`src/rtl/capture_writer.sv`:
```
// capture_writer
//   Arms on request, waits for a trigger, then writes buffer_length I/Q
//   samples to consecutive buffer addresses starting at 0, and parks in
//   DONE until the next arm.
//
//   Optional feature: define CAPTURE_DECIM_EN to keep only one valid sample
//   in decim_factor (counted from the trigger cycle). The default build
//   accepts every valid sample and contains no decimation counter.
//
// Ports
//   clk            in   rising-edge clock
//   rst            in   synchronous active-high reset
//   arm            in   request to arm a capture (IDLE/DONE only)
//   trigger        in   starts the capture while ARMED
//   s_axis_tvalid  in   input sample valid
//   i, q           in   signed I/Q samples
//   wr_en          out  registered buffer write strobe
//   wr_addr        out  registered buffer write address
//   wr_data        out  registered {i, q}, I in the MSBs
//   busy           out  high in ARMED or CAPTURE
//   done           out  high in DONE
//   dbg_state      out  raw FSM state register for observation
//
// Handshake: a sample is transferred on any rising edge where s_axis_tvalid
// is high; there is no back-pressure. A sample is accepted when it is valid
// and the FSM is in CAPTURE, or in ARMED with trigger high in the same cycle.
// The write for an accepted sample appears on wr_* exactly one cycle later.
module capture_writer #(
    parameter int buffer_length = 10,
    parameter int index_bits    = 4,
    parameter int i_bits        = 12,
    parameter int q_bits        = 12,
    parameter int decim_factor  = 4
) (
    input  logic                      clk,
    input  logic                      rst,
    input  logic                      arm,
    input  logic                      trigger,
    input  logic                      s_axis_tvalid,
    input  logic signed [i_bits-1:0]  i,
    input  logic signed [q_bits-1:0]  q,
    output logic                      wr_en,
    output logic [index_bits-1:0]     wr_addr,
    output logic [i_bits+q_bits-1:0]  wr_data,
    output logic                      busy,
    output logic                      done,
    output logic [1:0]                dbg_state
);

    localparam logic [1:0] S_IDLE    = 2'd0;
    localparam logic [1:0] S_ARMED   = 2'd1;
    localparam logic [1:0] S_CAPTURE = 2'd2;
    localparam logic [1:0] S_DONE    = 2'd3;

    localparam logic [index_bits-1:0] LAST_IDX = index_bits'(buffer_length - 1);
    localparam logic [index_bits-1:0] IDX_ONE  = index_bits'(1);

    if (decim_factor < 1) begin : g_bad_decim
        $error("capture_writer: decim_factor must be at least 1");
    end

    logic [1:0]              state_q, state_d;
    logic [index_bits-1:0]   idx_q, idx_d;
    logic                    wr_en_q;
    logic [index_bits-1:0]   wr_addr_q;
    logic [i_bits+q_bits-1:0] wr_data_q;

    logic trig_now;   // trigger seen while ARMED
    logic in_window;  // valid sample inside the capture window
    logic take;       // sample is accepted and written
    logic last;

    assign trig_now  = (state_q == S_ARMED) && trigger;
    assign in_window = s_axis_tvalid && (trig_now || (state_q == S_CAPTURE));
    assign last      = (idx_q == LAST_IDX);

`ifdef CAPTURE_DECIM_EN
    localparam int DW = (decim_factor > 1) ? $clog2(decim_factor) : 1;
    localparam logic [DW-1:0] DLAST = DW'(decim_factor - 1);
    localparam logic [DW-1:0] DONE_ = DW'(1);

    logic [DW-1:0] dcnt_q, dcnt_d;
    logic          dcnt_zero;

    // The trigger cycle restarts the count: its sample is count 0 whatever
    // the counter held from an earlier capture.
    always_comb begin
        dcnt_d    = dcnt_q;
        dcnt_zero = (dcnt_q == '0);
        if (trig_now) begin
            dcnt_zero = 1'b1;
            dcnt_d    = '0;
            if (s_axis_tvalid) begin
                dcnt_d = (DLAST == '0) ? '0 : DONE_;
            end
        end else if ((state_q == S_CAPTURE) && s_axis_tvalid) begin
            dcnt_d = (dcnt_q == DLAST) ? '0 : dcnt_q + DONE_;
        end
    end

    always_ff @(posedge clk) begin
        if (rst) begin
            dcnt_q <= '0;
        end else begin
            dcnt_q <= dcnt_d;
        end
    end

    assign take = in_window && dcnt_zero;
`else
    assign take = in_window;
`endif

    always_comb begin
        state_d = state_q;
        idx_d   = idx_q;
        case (state_q)
            S_IDLE: begin
                if (arm) begin
                    state_d = S_ARMED;
                    idx_d   = '0;
                end
            end
            S_ARMED: begin
                // buffer_length of 1 can finish in the trigger cycle itself
                if (trigger) begin
                    state_d = (take && last) ? S_DONE : S_CAPTURE;
                end
            end
            S_CAPTURE: begin
                if (take && last) begin
                    state_d = S_DONE;
                end
            end
            S_DONE: begin
                if (arm) begin
                    state_d = S_ARMED;
                    idx_d   = '0;
                end
            end
            default: state_d = S_IDLE;
        endcase
        // take is only possible in ARMED/CAPTURE, so it never collides with
        // the address clear done on ARMED entry
        if (take) begin
            idx_d = idx_q + IDX_ONE;
        end
    end

    always_ff @(posedge clk) begin
        if (rst) begin
            state_q   <= S_IDLE;
            idx_q     <= '0;
            wr_en_q   <= 1'b0;
            wr_addr_q <= '0;
            wr_data_q <= '0;
        end else begin
            state_q <= state_d;
            idx_q   <= idx_d;
            wr_en_q <= take;
            // address/data only move with a write, so they hold otherwise
            if (take) begin
                wr_addr_q <= idx_q;
                wr_data_q <= {i, q};
            end
        end
    end

    assign wr_en     = wr_en_q;
    assign wr_addr   = wr_addr_q;
    assign wr_data   = wr_data_q;
    assign busy      = (state_q == S_ARMED) || (state_q == S_CAPTURE);
    assign done      = (state_q == S_DONE);
    assign dbg_state = state_q;

endmodule

```
`config.mk`:
```
export PLATFORM = sky130hd
export DESIGN_NAME = capture_writer
export DESIGN_NICKNAME = d
export VERILOG_FILES = /design/src/rtl/capture_writer.sv
export SDC_FILE = /design/constraint.sdc
export NUM_CORES = 1
export LEC_CHECK = 0
export ABC_AREA = 1
export BUFFER_PORTS_ARGS = -buffer_cell sky130_fd_sc_hd__buf_2
export CORE_ASPECT_RATIO = 0.7
export CORE_MARGIN = 1
export CORE_UTILIZATION = 46
export DETAILED_ROUTE_END_ITERATION = 8
export GPL_ROUTABILITY_DRIVEN = 1
export PLACE_DENSITY = 0.78
export SKIP_CTS_REPAIR_TIMING = 1
export SLEW_MARGIN = 20
export SYNTH_ARGS = -nofsm -noshare
export SYNTH_HDL_FRONTEND = slang
export SYNTH_SLANG_ARGS = --single-unit
```
`constraint.sdc`:
```
create_clock -name clk -period 1.6 [get_ports clk]
set_input_delay 0.08 -clock clk [delete_from_list [all_inputs] [get_ports clk]]
set_output_delay 0.08 -clock clk [all_outputs]
set_load 0.02 [all_outputs]
```
* Word-level counts from Yosys, hierarchy flattened
Cells that the tools add are included.
Storage, ports and cells: logic and storage cells 32, output and inout port bits 33, bits in registers 35
Operators by class: add/sub/neg operators 1, reduce and logical (&&, ||, !) cells 11, eq/ne operators 7, multiplexer cells 8
Operators with widths (count):
- $mux W4 | 3
- $mux W2 | 3
- $pmux W2 S3 | 1
- $add A4 B1 Y4 const B | 1
- $eq A2 B2 Y1 const B | 2
- $eq A4 B4 Y1 const B | 1
- $ne A2 B2 Y1 const B | 2
- $reduce_bool A2 Y1 | 2
- $logic_and A1 B1 Y1 | 3
- $reduce_and A3 Y1 | 1
- $eq A2 B1 Y1 const B | 1
- $logic_not A2 Y1 | 1
- $logic_or A1 B1 Y1 | 2
- $ne A2 B1 Y1 const B | 1
- $reduce_and A2 Y1 | 1
- $reduce_or A2 Y1 | 1
- $mux W1 | 1

* Logic depth before layout (Yosys ltp)
depth in word-level cells 8, depth in mapped cells 9, gate-level depth less buffers 9

* Worst setup path after synthesis
OpenSTA, ideal clock, no wires.
path kind flip-flop to flip-flop, from reg state_q[0], in the netlist dbg_state[0], to reg state_q[1], in the netlist dbg_state[1], arrival time 1.313 ns, buffers on the path 0, period minus slack after synthesis 1.429 ns, required time 1.485 ns, stages on the path, launching flop included 9, library setup time 0.115 ns, slack 0.171 ns, path through dfxtp_1 ha_1 nand2_2 nand2_1 nand2_2 o21bai_1 nand3_1 nand2_1 nor2_1
On the way: cells in the longest elaborated chain, start to end 7, elaborated cells between the ends (all ways) 14, those cells by class 6 x eq/ne; 1 x mux; 7 x reduce/logical
Ends and longest elaborated chain:
- from (decl) | RTL line 62 | logic [1:0] state_q, state_d;
- from (signal assigned) | RTL line 158 | state_q <= state_d;
- $eq A2 B1 Y1 | RTL line 73, 117
- $logic_and A1 B1 Y1 | RTL line 73 | assign trig_now = (state_q == S_ARMED) && trigger;
- $logic_or A1 B1 Y1 | RTL line 74 | assign in_window = s_axis_tvalid && (trig_now || (state_q == S_CAPTURE));
- $logic_and A1 B1 Y1 | RTL line 74
- $logic_and A1 B1 Y1 | RTL line 131 | if (take && last) begin
- $ne A2 B2 Y1 (no source line)
- $reduce_and A3 Y1 (no source line)
Several ways; a longest one is shown, not always the timed one. A chain may end at the register's enable or synchronous reset.

* Worst setup path in the final report
Same ends and word-level chain as after synthesis.

==> results.py <==
metrics = {
    "route": {
        "wl_met3_um": 209,
        "vias": 1314,
        "drc": 0,
        "drtIter0Drc": 45,
        "wire_per_inst_um": 11.16,
        "drt.antenna.violating_nets": 0,
        "via_per_inst": 4.744,
        "wl_met1_um": 1579,
        "wl_met2_um": 1277,
        "top_layer": "met4",
        "drt_pass1_iterations": 4,
        "wl_um": 3091,
    },
    "worst_setup_path": {
        "cp-start-kind": "register",
        "path_cells": "ha_1 -> nand2_2 -> nand2_1 -> nand2_2 -> o21bai_1 -> nand3_1 -> nand2_1 -> nor2_1",
        "criticalPathCategory": "register to register",
        "arrival_ps": 1670,
        "path_max_fanout": 5,
        "end_kind": "register",
        "slowest_delay_ps": 400,
        "cp_data_required_time_ps": 1770,
        "reg2reg_depth": 8,
        "r2r-end": "dbg_state[1]",
        "worst_r2r_startpoint": "dbg_state[0]",
        "crit_slowest_cell": "dfxtp_1",
        "r2r_slack_ps": 110,
    },
    "logic_synthesis": {
        "synthTopCellsByArea": "dfxtp_1, nor2_1, o21ai_0",
        "ys_ff_latch": 35,
        "synth_seq_area_share_pct": 50.86,
        "ys.flop_type": "dfxtp_1",
        "synth_warnings": 0,
        "ys_types": 19,
        "syn_inst": 173,
        "synth-async-reset-ratio_pct": 0,
        "syn-num-nets": 207,
        "syn_area_per_cell_um2": 7.963,
        "syn_area_um2": 1378,
        "synth_edf_count": 0,
        "synth_area_leader_cell": "dfxtp_1",
        "synth_top_area_share_pct": 50.86,
    },
    "clock_tree": {
        "cts_tree": "done",
        "clockRootBuffer": "clkbuf_8",
        "clk_latency_ps": 280,
        "clock-sinks": 35,
        "clk_pin_slew_ps": 70,
        "cts_made_buffers": 5,
        "htree_levels": 2,
        "clock_path_buffers": 2,
    },
    "global_route": {
        "first_global_vias": 1001,
        "grt_pass1_wl_um": 4547,
        "grt_overflow": 0,
        "grt_max_degree": 24,
        "antenna_found_initial": 0,
        "grt_usage_pct": 20.45,
    },
    "cells_and_area": {
        "nets": 275,
        "regArea_um2": 700.7,
        "drive_above_1_share_pct": 33.20,
        "multi_input_area_um2": 584.3,
        "most-common-layout-cells": "buf_2, nor2_1, dfxtp_1",
        "fin_util_pct": 65.34,
        "layoutNonFillerInstCount": 277,
        "stdcell_area_um2": 1844,
        "fillers": 247,
        "layout_commonest_cell": "buf_2",
        "diodes": 0,
        "area_delta_synth_final_pct": 33.88,
    },
    "floorplan": {
        "fp-row-count": 16,
        "fp.dieW_um": 67.41,
        "io_pins": 62,
        "die-area_um2": 3221,
        "chipHeight_um": 47.79,
        "initial_utilization_pct": 48.80,
        "core_um2": 2823,
    },
    "min_path": {
        "hold_path_depth": 2,
        "whs_endpoint": "idx_q[0]",
        "worstHoldPathType": "input port to register",
        "hold_start": "rst",
    },
    "power": {
        "power_mw": 3.052,
        "total_leakage_power_nw": 0.9279,
        "power_density_nw_per_um2": 1655,
        "peakVddDrop_mv": 0.9075,
    },
    "sta": {
        "tightest_slew_ps": 281.8,
        "rsz0062_at_grt": "no",
        "period_share_pct": 93.42,
        "period_needed_ps": 1495,
        "setup_viol": 0,
        "final_hold_viol_count": 0,
        "relSlewSlack_pct": 81.17,
        "fin_skew_ps": 1.562,
        "fmax_mhz": 669.0,
        "fin_tns_setup_ps": 0,
        "drv_slew": 0,
    },
    "placement": {
        "place_area_um2": 1745,
        "place_inst": 269,
        "portBuffers": 61,
        "gp_congestion": 0.8344,
        "dp_hpwl_um": 2293,
    },
    "flow_run": {
        "cap_violations": 0,
    },
    "status": {
        "status": "finished clean",
    },
}
-- metrics by stage --
step / hold slack [ps] / worst slack [ps]
after floorplan: 149.1 / 171.3
after global placement: 318.7 / 186.1
after detailed placement: 328.9 / 126.2
after CTS: 35.69 / 99.69
after global routing: 31.45 / 2.162
final: 42.03 / 105.3
-- synthesized netlist by cell type (all sizes together), types with 2 or more instances --
| library cell | n |
|---|---|
| nor2 | 51 |
| dfxtp | 35 |
| o21ai | 29 |
| inv | 13 |
| nand2 | 12 |
| a21oi | 9 |
| buf | 5 |
| ha | 5 |
| nand3 | 4 |
| clkbuf | 3 |
| xor2 | 2 |
-- power breakdown --
part | internal (mW) | switching (mW) | leakage, nW
Combinational | 0.460 | 0.775 | 0.595
Clock | 0.337 | 0.288 | 0.0470
Sequential | 1.08 | 0.114 | 0.286
-- final cells by class --
cell class	count	area share (%)
clock buffers	6	4.478
repair buffers	69	20.49
flip-flops and latches	35	37.99
well taps	36	2.442
clock inverters	1	0.2714
multi-input cells	117	31.68
inverters	13	2.646
-- state kept, by name, indices dropped and copies added, names as in the netlist --
signal,flops
wr_addr,4
dbg_state,2
wr_data,24
idx_q,4
wr_en,1
-- critical path, delay by kind of cell, from the launching register on --
kind	cells	cell delay [ps]
compound gates	1	270
flops	1	400
simple gates	6	500
fa+ha+maj	1	230
-- kinds of logic (layout without fill, tap and decap cells) --
kind of cell / Yosys count / count (layout) / share of synthesized area (%)
AO/OA/AOI/OAI: 41 / 41 / 16.44
XOR/XNOR: 2 / 2 / 1.272
adder cells (fa/ha/maj): 5 / 5 / 4.541
buffers and inverters: 21 / 89 / 6.993
flip-flops: 35 / 35 / 50.86
AND/OR/NAND/NOR: 69 / 69 / 19.89
-- how the worst max path moves through the flow --
| stage | end | start | cells after the start | slack [ps] |
|---|---|---|---|---|
| detailed placement | idx_q[3] | dbg_state[0] | 7 | 130 |
| finish | dbg_state[1] | dbg_state[0] | 8 | 110 |
| CTS | idx_q[3] | dbg_state[0] | 7 | 100 |
| floorplan | dbg_state[1] | dbg_state[0] | 8 | 170 |
| global route | dbg_state[1] | dbg_state[1] | 8 | 2 |
| global placement | dbg_state[1] | dbg_state[0] | 8 | 190 |
-- layer usage --
| layer | vias to the layer above | track usage, % |
|---|---|---|
| li1 | 688 | - |
| met1 | 580 | 29.14 |
| met2 | 42 | 27.80 |
| met3 | 4 | 7.143 |
| met4 | 0 | 8.936 |
| met5 | - | 0 |
No activity file was read; power rests on OpenSTA's default activity.
